### config.mk
export PLATFORM = sky130hd
export DESIGN_NAME = regfile_mp_flat
export DESIGN_NICKNAME = d
export VERILOG_FILES = /design/src/rtl/regfile_mp_if.sv /design/src/rtl/regfile_mp.sv /design/src/flat_wrapper.sv
export SDC_FILE = /design/constraint.sdc
export NUM_CORES = 2
export LEC_CHECK = 0
export ABC_CLOCK_PERIOD_IN_PS = 3400
export BUFFER_PORTS_ARGS = -buffer_cell sky130_fd_sc_hd__buf_4
export CORE_AREA = 2 2 364 366
export CTS_CLUSTER_SIZE = 30
export DETAILED_ROUTE_END_ITERATION = 6
export DIE_AREA = 0 0 366 368
export GPL_TIMING_DRIVEN = 0
export PLACE_DENSITY = 0.66
export SLEW_MARGIN = 30
export SYNTH_ARGS = -nofsm -noshare
export SYNTH_HDL_FRONTEND = slang
export SYNTH_SLANG_ARGS = --single-unit
export TNS_END_PERCENT = 5
### constraint.sdc
create_clock -name clk -period 3.4 [get_ports clk]
set_clock_uncertainty 0.1 [all_clocks]
set_input_delay 0.34 -clock clk [delete_from_list [all_inputs] [get_ports clk]]
set_output_delay 0.34 -clock clk [all_outputs]
set_load 0.01 [all_outputs]
### src/rtl/regfile_mp_if.sv
// Bundle of decode/writeback signals for the multi-port register file.
// master = decode/writeback side, slave = the register file itself.
interface regfile_mp_if #(
  parameter int XLEN  = 32,
  parameter int NREGS = 32,
  parameter int NRD   = 2
);
  logic                  stall;
  logic [NRD*5-1:0]      rd_addr;
  logic [NRD*XLEN-1:0]   rd_data;
  logic [NRD-1:0]        rd_busy;
  logic                  wr0_en;
  logic [4:0]            wr0_addr;
  logic [XLEN-1:0]       wr0_data;
  logic                  wr1_en;
  logic [4:0]            wr1_addr;
  logic [XLEN-1:0]       wr1_data;
  logic                  claim_en;
  logic [4:0]            claim_addr;
  logic [NREGS-1:0]      busy_vec;

  modport master (
    output stall, rd_addr, wr0_en, wr0_addr, wr0_data,
           wr1_en, wr1_addr, wr1_data, claim_en, claim_addr,
    input  rd_data, rd_busy, busy_vec
  );

  modport slave (
    input  stall, rd_addr, wr0_en, wr0_addr, wr0_data,
           wr1_en, wr1_addr, wr1_data, claim_en, claim_addr,
    output rd_data, rd_busy, busy_vec
  );
endinterface

### src/rtl/regfile_mp.sv
// Multi-port integer register file with two write ports, optional
// write-to-read forwarding and a pending-write scoreboard.
module regfile_mp #(
  parameter int XLEN   = 32,
  parameter int NREGS  = 32,
  parameter int NRD    = 2,
  parameter int BYPASS = 1
) (
  input  logic         clk,
  input  logic         rst,
  regfile_mp_if.slave  bus
);
  localparam int AW = $clog2(NREGS);
  localparam logic [5:0] NREGS_W = 6'(NREGS);

  logic [XLEN-1:0]  regs_q [NREGS];
  logic [XLEN-1:0]  regs_d [NREGS];
  logic [NREGS-1:0] busy_q;
  logic [NREGS-1:0] busy_d;

  logic wr0_commit;
  logic wr1_commit;
  logic claim_ok;

  // In range and not x0: the only addresses that can hold state.
  function automatic logic addr_ok(input logic [4:0] a);
    return ({1'b0, a} < NREGS_W) && (a != 5'd0);
  endfunction

  assign wr0_commit = bus.wr0_en   && !bus.stall && addr_ok(bus.wr0_addr);
  assign wr1_commit = bus.wr1_en   && !bus.stall && addr_ok(bus.wr1_addr);
  assign claim_ok   = bus.claim_en && !bus.stall && addr_ok(bus.claim_addr);

  // wr1 is applied after wr0 so it wins a same-address collision; the claim
  // is applied last because it belongs to a younger instruction.
  always_comb begin
    regs_d = regs_q;
    busy_d = busy_q;
    if (wr0_commit) begin
      regs_d[bus.wr0_addr[AW-1:0]] = bus.wr0_data;
      busy_d[bus.wr0_addr[AW-1:0]] = 1'b0;
    end
    if (wr1_commit) begin
      regs_d[bus.wr1_addr[AW-1:0]] = bus.wr1_data;
      busy_d[bus.wr1_addr[AW-1:0]] = 1'b0;
    end
    if (claim_ok) begin
      busy_d[bus.claim_addr[AW-1:0]] = 1'b1;
    end
  end

  always_ff @(posedge clk) begin
    if (rst) begin
      regs_q <= '{default: '0};
      busy_q <= '0;
    end else begin
      regs_q <= regs_d;
      busy_q <= busy_d;
    end
  end

  assign bus.busy_vec = busy_q;

  genvar gi;
  generate
    for (gi = 0; gi < NRD; gi++) begin : g_rd
      logic [4:0]      addr;
      logic            ok;
      logic            hit0;
      logic            hit1;
      logic [XLEN-1:0] data;
      logic            busy;

      assign addr = bus.rd_addr[5*gi +: 5];
      assign ok   = addr_ok(addr);
      // A commit already implies a valid nonzero address, so a hit implies ok.
      assign hit0 = (BYPASS != 0) && wr0_commit && (bus.wr0_addr == addr);
      assign hit1 = (BYPASS != 0) && wr1_commit && (bus.wr1_addr == addr);

      always_comb begin
        data = '0;
        busy = 1'b0;
        if (ok) begin
          if (hit1) begin
            data = bus.wr1_data;
          end else if (hit0) begin
            data = bus.wr0_data;
          end else begin
            data = regs_q[addr[AW-1:0]];
            busy = busy_q[addr[AW-1:0]];
          end
        end
      end

      assign bus.rd_data[XLEN*gi +: XLEN] = data;
      assign bus.rd_busy[gi]              = busy;
    end
  endgenerate
endmodule

### src/flat_wrapper.sv
// flat-port wrapper written by rule: the top's interface ports become plain ports
module regfile_mp_flat 
#(
  parameter int XLEN   = 32,
  parameter int NREGS  = 32,
  parameter int NRD    = 2,
  parameter int BYPASS = 1
)
  (clk, rst, bus_stall, bus_rd_addr, bus_wr0_en, bus_wr0_addr, bus_wr0_data, bus_wr1_en, bus_wr1_addr, bus_wr1_data, bus_claim_en, bus_claim_addr, bus_rd_data, bus_rd_busy, bus_busy_vec);
  regfile_mp_if #(.XLEN(XLEN), .NREGS(NREGS), .NRD(NRD)) bus_i ();
  input  logic clk;
  input  logic rst;
  input wire logic [$bits(bus_i.stall)-1:0] bus_stall;
  input wire logic [$bits(bus_i.rd_addr)-1:0] bus_rd_addr;
  input wire logic [$bits(bus_i.wr0_en)-1:0] bus_wr0_en;
  input wire logic [$bits(bus_i.wr0_addr)-1:0] bus_wr0_addr;
  input wire logic [$bits(bus_i.wr0_data)-1:0] bus_wr0_data;
  input wire logic [$bits(bus_i.wr1_en)-1:0] bus_wr1_en;
  input wire logic [$bits(bus_i.wr1_addr)-1:0] bus_wr1_addr;
  input wire logic [$bits(bus_i.wr1_data)-1:0] bus_wr1_data;
  input wire logic [$bits(bus_i.claim_en)-1:0] bus_claim_en;
  input wire logic [$bits(bus_i.claim_addr)-1:0] bus_claim_addr;
  output wire logic [$bits(bus_i.rd_data)-1:0] bus_rd_data;
  output wire logic [$bits(bus_i.rd_busy)-1:0] bus_rd_busy;
  output wire logic [$bits(bus_i.busy_vec)-1:0] bus_busy_vec;
  assign bus_i.stall = bus_stall;
  assign bus_i.rd_addr = bus_rd_addr;
  assign bus_i.wr0_en = bus_wr0_en;
  assign bus_i.wr0_addr = bus_wr0_addr;
  assign bus_i.wr0_data = bus_wr0_data;
  assign bus_i.wr1_en = bus_wr1_en;
  assign bus_i.wr1_addr = bus_wr1_addr;
  assign bus_i.wr1_data = bus_wr1_data;
  assign bus_i.claim_en = bus_claim_en;
  assign bus_i.claim_addr = bus_claim_addr;
  assign bus_rd_data = bus_i.rd_data;
  assign bus_rd_busy = bus_i.rd_busy;
  assign bus_busy_vec = bus_i.busy_vec;
  regfile_mp #(.XLEN(XLEN), .NREGS(NREGS), .NRD(NRD), .BYPASS(BYPASS)) u_core (.clk(clk), .rst(rst), .bus(bus_i));
endmodule
======== Word level (Yosys, flattened, before mapping) ========
Index checks and enable logic that the tools add are counted.
W data, S select, Z words.
word-level totals
  register bits after elaboration ......... 1056
  latch bits .............................. 0
  RAM bits ................................ 0
  ROM bits ................................ 0
  input bits .............................. 95
  word-level logic and storage cells ...... 120
  memories ................................ 0
cells by class
  add/sub/neg operators ................... 0
  $mul .................................... 0
  divide/modulo/power cells ............... 0
  $lt $le $gt $ge ......................... 14
  eq/ne operators ......................... 4
  shift-type cells ........................ 0
  multiplexer cells ....................... 39
  bitwise gates (word level) .............. 9
  reduce and logical (&&, ||, !) cells .... 21
operators with widths
  kind                  number
  $bwmux W1024          2
  $mux W1024            2
  $mux W32              15
  $bmux W32 S5          2
  $demux W32 S5         2
  $and A32 B32 Y32      2
  $not A32 Y32          2
  $or A32 B32 Y32       1
  $lt A5 B6 Y1 const B  5
  $reduce_bool A5 Y1    5
  $ge A6 B6 Y1 const B  4
  $not A5 Y6            4
  $eq A5 B5 Y1          4
  $demux W1 S5          3
  $ge A5 B1 Y1 const B  3
  $logic_and A1 B1 Y1   15
  $lt A6 B1 Y1 const B  2
  $mux W1               11
  $bmux W1 S5           2
  $logic_not A1 Y1      1

======== Logic depth before layout (Yosys ltp) ========
  depth in word-level cells ............... 11
  depth in mapped cells ................... 11

======== Least setup slack after synthesis ========
No wires, ideal clock.
  path kind ............................... input port to output port
  start point ............................. input port bus_rd_addr[5]
  end point ............................... output port bus_rd_data[34]
  arrival ................................. 2400 ps
  data required time ...................... 2960 ps
  slack ................................... 560 ps
  stages on the path ...................... 8
  path through ............................ buf_6 -> buf_2 -> clkbuf_1 -> mux2_2 -> o22ai_1 -> nor3_1 -> or4_1 -> a221o_1
on the way
  word-level cells in the longest chain between the ends .. 7
ends and longest elaborated chain
  item                                         line                text
  start: declaration                           flat_wrapper.sv:14  input wire logic [$bits(bus_i.rd_addr)-1:0] bus_rd_addr;
  $not A5 Y6 (not written as such)             regfile_mp.sv:89    data = regs_q[addr[AW-1:0]];
  $bmux W32 S5                                 regfile_mp.sv:89
  $mux W32 (not written as such) (2 in a row)  regfile_mp.sv:89
  $mux W32                                     regfile_mp.sv:86    end else if (hit0) begin
  $mux W32                                     regfile_mp.sv:84    if (hit1) begin
  $mux W32 (*)                                 regfile_mp.sv:83    if (ok) begin
  end: declaration                             flat_wrapper.sv:23  output wire logic [$bits(bus_i.rd_data)-1:0] bus_rd_data;
Every way passes the cells marked *; elsewhere a longest branch is shown, timed or not. The select of a mux whose other input is x is not followed.

======== Worst setup path in the final report ========
  start point ............................. input port bus_rd_addr[2]
  end point ............................... output port bus_rd_data[0]
Same word-level chain as after synthesis.

==> reports/results.tsv <==
stage	metric	value	unit
clock_tree	clock_latency	0.81	ns
power	powerDensity	436	nW/um2
min_path	worstHoldStart	bus_wr0_data[19]	
timing	slew_violations	0	
finish	final_cell_mix	nor2_1, dfxtp_1, mux2i_1	
global_route	grt_overflow_total	0	
floorplan	initial_core_util	0.497	
global_route	grt_pass1_wl	524000	um
logic_synthesis	ys_ff_latch	1056	
worst_setup_path	crit_path_end_kind	output port	
worst_setup_path	critPathLaunchType	input port	
global_route	grtUsageTotal	0.559	
power	leakage	25.4	nW
detailed_routing	drc	0	
clock_tree	clock_path_buffers	3	
finish	layout_commonest_cell	nor2_1	
logic_synthesis	syn_avg_cell_area	8.95	um2
floorplan	die_h	368	um
floorplan	die_w	366	um
placed_design	portBuffers	115	
global_route	grt_antenna_before_repair	16	
floorplan	pin_count	193	
worst_setup_path	ff2ff_path_depth	2	
timing	hold_viol_final	0	
finish	final_cells	9457	
min_path	min_path_type	input port to register	
timing	finalSetupViolCount	64	
worst_setup_path	r2r_setup_slack	2.04	ns
logic_synthesis	yosysWarnings	0	
detailed_routing	drtAntennaViolNets	0	
power	p_switching	10.0	mW
timing	maxClockFrequency	268	MHz
logic_synthesis	synth_edf_count	0	
logic_synthesis	synthArstFlopShare	0	
power	p_total	33.0	mW
worst_setup_path	worstReg2RegStart	u_core.regs_q[662]	
detailed_routing	drtIter0Drc	12988	
detailed_routing	routed_via_density	7.42	
timing	fin_crit_sh	1.10	
floorplan	die_area	135000	um2
finish	syn_to_final_growth	16.7	%
power	irDropWorstVdd	0.000479	V
floorplan	core_area	131000	um2
logic_synthesis	synth_cells	7264	
floorplan	row_count	133	
timing	fin_crit	3.74	ns
finish	regArea	21200	um2
timing	worst_pin_slew	1.22	ns
clock_tree	path_clk_slew	0.06	ns
worst_setup_path	cp_max_fo	10	
power	p_seq_frac	0.383	
detailed_routing	wire_per_inst	41.5	um
logic_synthesis	ys_seq_area_frac	0.325	
power	pwr-share-clk	0.478	
clock_tree	cts_sinks	1056	
logic_synthesis	synthFlopType	dfxtp_1	
finish	drive_gt1_frac	0.188	
run_status	status	complete, but fails checks	
power	p_int	23.0	mW
detailed_routing	drt-total-wl	393000	um
worst_setup_path	worstSetupPathType	input port to output port	
timing	worst_slack	-0.336	ns
min_path	hold_depth	3	
clock_tree	numCtsBuffers	130	
power	p_comb_frac	0.138	
placed_design	dp_slack	-1.74	ns
flow_run	cap_violations	0	
run_status	violations	negative setup slack	
global_route	grt_max_degree	17	
timing	rsz0062_at_grt	true	
placed_design	place_hpwl	317000	um
timing	relSlewSlack	0.184	
clock_tree	cts_tree	yes	
placed_design	place_congestion	1.15	
worst_setup_path	r2r-end	u_core.regs_q[662]	
finish	fillers	11758	
placed_design	post-place-cells	9142	
detailed_routing	vias	70133	
logic_synthesis	synthesis.nets	7359	
min_path	hold_path_end	u_core.regs_q[19]	
power	swShare	0.304	
worst_setup_path	worstPathRequired	2.96	ns
logic_synthesis	synth_area	65000	um2
finish	final_nets	7677	
clock_tree	cts_max_level	4	
logic_synthesis	ys_types	55	
finish	multi_input_area	40900	um2
clock_tree	root_buffer	clkbuf_16	
worst_setup_path	arrival	3.30	ns
detailed_routing	drtPass1Iterations	7	
global_route	grt_pass1_vias	65952	
per-stage QoR:
step | util | area, um2 | setup TNS (ns) | hold slack, ns
2_1_floorplan | - | 65000 | 0 | 0.352
3_3_place_gp | 0.520 | 68100 | -211.52 | 0.363
3_5_place_dp | 0.523 | 68300 | -87.02 | 0.369
4_1_cts | 0.573 | 75000 | -4.07 | 0.00192
5_1_grt | 0.579 | 75800 | -4.78 | 0.0315
6_report | 0.580 | 75800 | -10.21 | 0.0491
registers in the layout, indices dropped and copies added, names as in the netlist:
name                 cells
u_core.bus.busy_vec     32
u_core.regs_q         1024
cells by family (layout without fill, tap and decap cells):
group / after synthesis / after routing / synth area share
AND/OR/NAND/NOR: 2245 / 2245 / 0.151
AO/OA/AOI/OAI: 1572 / 1572 / 0.186
other: 0 / 14 / 0
XOR/XNOR: 20 / 20 / 0.00270
multiplexers: 1338 / 1338 / 0.268
flip-flops: 1056 / 1056 / 0.325
buffers and inverters: 1033 / 1457 / 0.0660
worst max-delay path, stage by stage:
cell	delay, ns
buf_4	0.17
clkbuf_4	0.30
clkbuf_2	0.34
nand2_1	0.41
clkbuf_2	0.43
nor2_1	0.20
or4_1	0.52
a31oi_4	0.37
buf_4	0.19
layer usage:
layer | up-vias | routed length, um | GRT usage
li1 | 27820 | - | -
met1 | 34344 | 141000 | 0.687
met2 | 6541 | 149000 | 0.739
met3 | 1414 | 70900 | 0.312
met4 | 14 | 31400 | 0.367
met5 | - | 352 | 0.00142
synth_stat cells, types with 7 or more instances:
library cell | instances | area [um2]
a311oi_1 | 353 | 3090
buf_4 | 51 | 383
a211oi_1 | 735 | 5520
a31oi_1 | 32 | 200
mux2i_1 | 842 | 8430
a221o_1 | 32 | 320
xnor2_1 | 13 | 114
buf_2 | 128 | 641
nor3b_1 | 7 | 52.6
nor2_1 | 1076 | 4040
nand3_1 | 372 | 1860
o21ai_0 | 95 | 475
o211ai_1 | 31 | 233
clkbuf_1 | 751 | 2820
a21oi_1 | 13 | 65.1
a2bb2oi_1 | 7 | 61.3
or4_1 | 65 | 488
nand2_1 | 452 | 1700
nor2b_1 | 110 | 688
a32oi_1 | 13 | 114
and2_1 | 32 | 200
nor3_1 | 72 | 360
nand2b_1 | 7 | 43.8
mux4_2 | 303 | 6820
xor2_1 | 7 | 61.3
o221ai_1 | 31 | 272
buf_1 | 89 | 334
buf_6 | 8 | 90.1
mux2_2 | 193 | 2170
nand3b_1 | 14 | 105
a22oi_1 | 69 | 518
a22o_1 | 93 | 815
dfxtp_1 | 1056 | 21100
o22ai_1 | 64 | 400
worst max path at each step:
stage                      startpoint              end
floorplan              bus_rd_addr[5]  bus_rd_data[34]
global placement       bus_rd_addr[9]  bus_rd_data[47]
detailed placement     bus_rd_addr[1]   bus_rd_data[0]
CTS                 u_core.regs_q[15]  bus_rd_data[47]
global route           bus_rd_addr[2]   bus_rd_data[0]
finish                 bus_rd_addr[2]   bus_rd_data[0]
what timing repair did:
| action | CTS | global route |
|---|---|---|
| endpoints found under the setup margin | 66 | 65 |
| resized for setup | 403 | 188 |
| pin swaps | 15 | 26 |
| hold buffers | 56 | 0 |
| cloned | 0 | 0 |
| hold endpoints to repair | 134 | 0 |
| buffers inserted | 5 | 1 |
power by group through the flow:
| stage | registers [mW] | clock network (mW) | logic [mW] |
|---|---|---|---|
| 2_1_floorplan | 12.8 | 0 | 1.99 |
| 3_3_place_gp | 12.9 | 0 | 3.84 |
| 3_5_place_dp | 12.9 | 0 | 3.90 |
| 4_1_cts | 12.6 | 15.5 | 4.10 |
| 5_1_grt | 12.7 | 16.0 | 4.46 |
| 6_report | 12.7 | 15.8 | 4.57 |
layout make-up:
cell class / instances / area share
multi-input cells: 5175 / 0.539
flip-flops and latches: 1056 / 0.280
clock inverters: 65 / 0.0140
well taps: 1755 / 0.0290
repair buffers: 188 / 0.0224
plain buffers: 1026 / 0.0668
diodes: 14 / 0.000462
clock buffers: 173 / 0.0482
inverters: 5 / 0.000248
No activity file was read; power rests on OpenSTA's default activity.
